**src/rtl/srff_driver.sv**
```systemverilog
// Sequenced set/reset pulse driver for an external cross-coupled NOR SR latch.
// Issues a dead gap and then a fixed-width s or r pulse, and confirms the result through synchronised q.
module srff_driver #(
  parameter int unsigned PULSE_W = 4,
  parameter int unsigned GAP_W   = 2,
  parameter int unsigned TIMEOUT = 8
) (
  input  logic clk,
  input  logic rst_n,
  input  logic req_valid,
  output logic req_ready,
  input  logic req_val,
  output logic s,
  output logic r,
  input  logic q,
  output logic level,
  output logic busy,
  output logic done,
  output logic err
);

  localparam logic [7:0] GapLoad     = 8'(GAP_W - 1);
  localparam logic [7:0] PulseLoad   = 8'(PULSE_W - 1);
  localparam logic [7:0] TimeoutLoad = 8'(TIMEOUT - 1);

  typedef enum logic [1:0] {StIdle, StGap, StPulse, StCheck} state_e;

  state_e     state_q, state_d;
  logic [7:0] cnt_q, cnt_d;
  logic       tgt_q, tgt_d;
  logic       s_q, s_d, r_q, r_d;
  logic       done_q, done_d, err_q, err_d;
  logic       sync1_q, sync2_q;

  always_ff @(posedge clk or negedge rst_n) begin
    if (!rst_n) begin
      state_q <= StIdle;
      cnt_q   <= 8'd0;
      tgt_q   <= 1'b0;
      s_q     <= 1'b0;
      r_q     <= 1'b0;
      done_q  <= 1'b0;
      err_q   <= 1'b0;
      sync1_q <= 1'b0;
      sync2_q <= 1'b0;
    end else begin
      state_q <= state_d;
      cnt_q   <= cnt_d;
      tgt_q   <= tgt_d;
      s_q     <= s_d;
      r_q     <= r_d;
      done_q  <= done_d;
      err_q   <= err_d;
      sync1_q <= q;
      sync2_q <= sync1_q;
    end
  end

  always_comb begin
    state_d = state_q;
    cnt_d   = cnt_q;
    tgt_d   = tgt_q;
    done_d  = 1'b0;
    err_d   = 1'b0;
    unique case (state_q)
      StIdle: begin
        if (req_valid) begin
          state_d = StGap;
          tgt_d   = req_val;
          cnt_d   = GapLoad;
        end
      end
      StGap: begin
        if (cnt_q == 8'd0) begin
          state_d = StPulse;
          cnt_d   = PulseLoad;
        end else begin
          cnt_d = cnt_q - 8'd1;
        end
      end
      StPulse: begin
        if (cnt_q == 8'd0) begin
          state_d = StCheck;
          cnt_d   = TimeoutLoad;
        end else begin
          cnt_d = cnt_q - 8'd1;
        end
      end
      StCheck: begin
        if (sync2_q == tgt_q) begin
          state_d = StIdle;
          cnt_d   = 8'd0;
          done_d  = 1'b1;
        end else if (cnt_q == 8'd0) begin
          state_d = StIdle;
          err_d   = 1'b1;
        end else begin
          cnt_d = cnt_q - 8'd1;
        end
      end
      default: begin
        state_d = StIdle;
        cnt_d   = 8'd0;
      end
    endcase
    // Drives follow the next state so the pulse edges coincide with state changes.
    s_d = (state_d == StPulse) && tgt_d;
    r_d = (state_d == StPulse) && !tgt_d;
  end

  assign s         = s_q;
  assign r         = r_q;
  assign done      = done_q;
  assign err       = err_q;
  assign level     = sync2_q;
  assign req_ready = (state_q == StIdle);
  assign busy      = (state_q != StIdle);

endmodule

```
**config.mk**
```make
export PLATFORM = sky130hd
export DESIGN_NAME = srff_driver
export DESIGN_NICKNAME = d
export VERILOG_FILES = /design/src/rtl/srff_driver.sv
export SDC_FILE = /design/constraint.sdc
export NUM_CORES = 1
export LEC_CHECK = 0
export BUFFER_PORTS_ARGS = -buffer_cell sky130_fd_sc_hd__buf_2
export CORE_MARGIN = 2
export CORE_UTILIZATION = 50
export CTS_CLUSTER_DIAMETER = 30
export DETAILED_ROUTE_END_ITERATION = 6
export PLACE_DENSITY_LB_ADDON = 0.08
export SLEW_MARGIN = 30
export SYNTH_ARGS = -nofsm -noshare
export SYNTH_HDL_FRONTEND = slang
export SYNTH_SLANG_ARGS = --single-unit
export TNS_END_PERCENT = 100
```
**constraint.sdc**
```tcl
create_clock -name clk -period 2.3 [get_ports clk]
set_input_delay 0.345 -clock clk [delete_from_list [all_inputs] [get_ports clk]]
set_output_delay 0.345 -clock clk [all_outputs]
set_load 0.1 [all_outputs]
```
==> flow_results.org <==
** Placement
- Sum of net half-perimeters after detailed placement :: 1370 um
- At the end of routability-driven placement, the weighted congestion stood at 0.887.
- Number of port buffers :: 11

** Flow run
- Maximum Capacitance Violations :: 0

** Cells and area
- Relative to the synthesized area, the layout overhead comes to 14.0%.
- 0 antenna diodes ended up in the layout.
- Number of inserted filler cells in the final layout :: 152
- Of the cells placed in the final design, the portion with a size suffix greater than 1 is 0.233.
- Nets :: about 110
- Once layout is complete, the utilization of the core stands at 0.604.

** Critical path
- In this run the worst path has a maximum fanout of 6.
- Setup crit start kind :: flip-flop
- The critical path in this run is classified as flip-flop to flip-flop.
- Critical path required time :: 2.53 ns
- CP endpoint kind :: flip-flop
- Data arrives at the worst endpoint at 2.29 ns.

** Floorplan
- In this run the core area contains 15 standard-cell rows.
- The die is 46.8 um wide.
- The floorplan step defined a die boundary enclosing 2190 um2.
- Area of the core :: about 1700 um2
- From bottom edge to top edge, the die measures 46.8 um.
- Number of ports placed on the die boundary :: 12
- The initial utilization of the core area, before any placement, comes to 0.530.

** Hold path
- The worst hold path belongs to the class input pin to flip-flop.

** Yosys
- Fraction of synthesized cell area taken by the top area cell type :: 0.465
- Of all flip-flops after synthesis, the portion carrying an async set or reset was 1.00.
- Yosys reg bits :: 17
- Post-synth EDFFs :: 0
- Number of warnings issued by yosys :: 0
- Library cell with the largest summed area after synthesis :: sky130_fd_sc_hd__dfrtp_1
- Yosys mapped the design onto 41 distinct sky130hd cell types.
- The share of the Yosys chip area taken by registers is 0.465.
- The most used flip-flop cell after synthesis is sky130_fd_sc_hd__dfrtp_1.
- The cell area that synthesis handed to floorplanning was 915 um2.
- By area the synthesized netlist is led by sky130_fd_sc_hd__dfrtp_1 47%, sky130_fd_sc_hd__o41ai_1 3.8%, sky130_fd_sc_hd__nor2_1 3.7%, sky130_fd_sc_hd__a211oi_1 3.3%, sky130_fd_sc_hd__a211oi_2 2.7%.
- Avg Cell Area, Syn :: about 10 um2
- Synthesized net count :: 96
- The cell count after synthesis came out at approximately 90.

** Routing
- DR iter-0 viols :: 23
- DRT antenna net count :: 0
- Mean routed wirelength per cell :: 14.7 um
- Pre-antenna DRT Iters :: 4
- For this run, design rule violations remaining after detail routing come to 0.
- Dividing the detail-routed via count by the number of cells gives 6.00.
- The routed layout has roughly 770 vias.
- Total Routed Length :: around 1900 um

** Power and ir drop
- In this run the power density over the cells is 1510 nW/um2.
- Leakage power of the design :: about 0.45 nW
- VDD sags by at most 1.32 mV.

** STA
- Static timing analysis puts the maximum clock frequency at 487 MHz.
- Unrepaired setup endpoints after global routing :: false
- Setup total negative slack on the finished layout was measured at 0 ns.
- Min Clock Period, post-route :: 2.05 ns
- Maximum clock skew at final layout :: 0.00210 ns
- The final count of pins violating max slew is 0.
- In this run the tightest slew margin relative to its limit is 0.675.
- Total count of hold-check failures in the final report :: 0
- Slew at the pin closest to its max-slew limit :: 0.491 ns
- Final Setup Violations :: 0
- Of the available clock period, the critical path in the final layout requires 0.893.

** CTS
- CTS built an H-tree with a depth of 1.
- After clock tree synthesis, the repair step resized 0 gates.
- Clock transition at path regs :: 0.10 ns
- The clock drives 17 sinks.
- Num CTS Buffers :: 3
- TritonCTS built the clock tree.
- Deepest clock path buffer count :: 2
- At the later pin of the worst-skew pair, clock insertion delay measures 0.29 ns.
- Clock tree synthesis selected as its root buffer the cell sky130_fd_sc_hd__clkbuf_4.

** Status
- The run finished with clean final reports.

** Global route
- Overall global routing resource usage :: 0.209
- The first global-routing pass estimated 3160 um of wire.
- Initial antenna violation count :: 0
- Via count of the first global-routing pass :: between 600 and 700
- Remaining Overflow, GRT :: 0
- Largest net degree at the start of global routing :: 18
synthesized netlist by cell type (2+ instances only):
library cell,instances
sky130_fd_sc_hd__dfrtp_1,17
sky130_fd_sc_hd__nor2_1,9
sky130_fd_sc_hd__nand2_1,5
sky130_fd_sc_hd__a211oi_1,4
sky130_fd_sc_hd__inv_1,4
sky130_fd_sc_hd__o21ai_0,4
sky130_fd_sc_hd__o41ai_1,4
sky130_fd_sc_hd__a211oi_2,2
sky130_fd_sc_hd__and2_1,2
sky130_fd_sc_hd__ha_1,2
sky130_fd_sc_hd__nand2b_1,2
sky130_fd_sc_hd__nor3_1,2
sky130_fd_sc_hd__o21a_1,2
sky130_fd_sc_hd__o31ai_1,2
sky130_fd_sc_hd__or4_1,2
cells in the final DEF (no fill, tap or decap), types with 2 or more instances in the layout:
cell type	instances
sky130_fd_sc_hd__clkbuf_4	3
sky130_fd_sc_hd__nand2_1	5
sky130_fd_sc_hd__nor2_1	8
sky130_fd_sc_hd__a211oi_2	2
sky130_fd_sc_hd__o21a_1	2
sky130_fd_sc_hd__ha_1	2
sky130_fd_sc_hd__inv_1	4
sky130_fd_sc_hd__or4_1	2
sky130_fd_sc_hd__o21ai_0	4
sky130_fd_sc_hd__a211oi_1	4
sky130_fd_sc_hd__buf_2	11
sky130_fd_sc_hd__and2_1	2
sky130_fd_sc_hd__o41ai_1	4
sky130_fd_sc_hd__nor3_1	2
sky130_fd_sc_hd__dfrtp_1	16
sky130_fd_sc_hd__o31ai_1	2
sky130_fd_sc_hd__nand2b_1	2
logic make-up after synthesis:
group,synth area share
AOI/OAI and AO/OA,0.248
xor gates and xnor gates,0.0192
adders and majority gates,0.0274
buffers and inverters,0.0301
DFF,0.465
muxes,0.0123
and+or+nand+nor,0.198
worst paths after layout:
kind                                 startpoint              endpoint  slack [ns]  cells past startpoint
max                        cnt_q[0]$_DFFE_PN0P_  state_q[0]$_DFF_PN0_        0.25                      6
min                                           q     sync1_q$_DFF_PN0_        0.15                      1
max reg2reg                cnt_q[0]$_DFFE_PN0P_  state_q[0]$_DFF_PN0_        0.25                      6
min reg2reg                   sync1_q$_DFF_PN0_       level$_DFF_PN0_        0.36                      0
max in group asynchronous                 rst_n       level$_DFF_PN0_        1.52                      2
min in group asynchronous                 rst_n  cnt_q[7]$_DFFE_PN0P_        0.49                      2
layer usage:
layer  GRT usage  vias to the layer above  part of all wire  wire, um
met5           0                        -                 0         0
met4       0.111                        0             0.015        29
met3      0.0346                        4             0.055       103
met2       0.301                       25              0.44       822
met1       0.300                      367              0.49       926
li1            -                      372                 -         -
flip-flops by register name (all words and copies together) (netlist names):
| signal | count |
|---|---|
| level | 1 |
| err | 1 |
| tgt_q | 1 |
| s | 1 |
| sync1_q | 1 |
| cnt_q | 8 |
| state_q | 2 |
| done | 1 |
| r | 1 |
repair_timing:
item | CTS | global route
setup buffers | 0 | 0
hold endpoints to repair | 17 | 0
hold buffers | 1 | 0
worst max-delay path, cell delays in order, from the launching register on:
cell and delay [ns]:
sky130_fd_sc_hd__dfrtp_1 0.43, sky130_fd_sc_hd__inv_1 0.10, sky130_fd_sc_hd__ha_1 0.16, sky130_fd_sc_hd__nor3b_1 0.40, sky130_fd_sc_hd__nand2_1 0.21, sky130_fd_sc_hd__a211oi_2 0.50
sky130_fd_sc_hd__a31o_2 0.20
stage by stage:
step           power [mW]  worst slack [ns]  cells  area (um2)  hold WS, ns
4_1_cts              1.57             0.284    128        1040        0.143
2_1_floorplan        1.24             0.174     89         923       0.0494
3_5_place_dp         1.40             0.301    123        1000        0.287
6_report             1.57             0.247    128        1040        0.151
3_3_place_gp         1.41             0.330    123        1000        0.278
5_1_grt              1.69            0.0660    128        1040        0.137
cell type report:
| type | count | area (um2) | area share |
|---|---|---|---|
| clock buffers | 3 | 22.5 | 0.0216 |
| clock inverters | 1 | 5.00 | 0.00480 |
| inverters | 4 | 15.0 | 0.0144 |
| multi-input cells | 65 | 469 | 0.450 |
| flip-flops and latches | 17 | 427 | 0.409 |
| well taps | 25 | 31.3 | 0.0300 |
| repair buffers | 13 | 72.6 | 0.0696 |
power breakdown:
part           internal [mW]  switching, mW  total, mW
combinational          0.302          0.608      0.909
sequential             0.393          0.113      0.505
clock                 0.0648         0.0947      0.160
total                  0.759          0.815       1.57
Power figures use the tool's default switching activity.
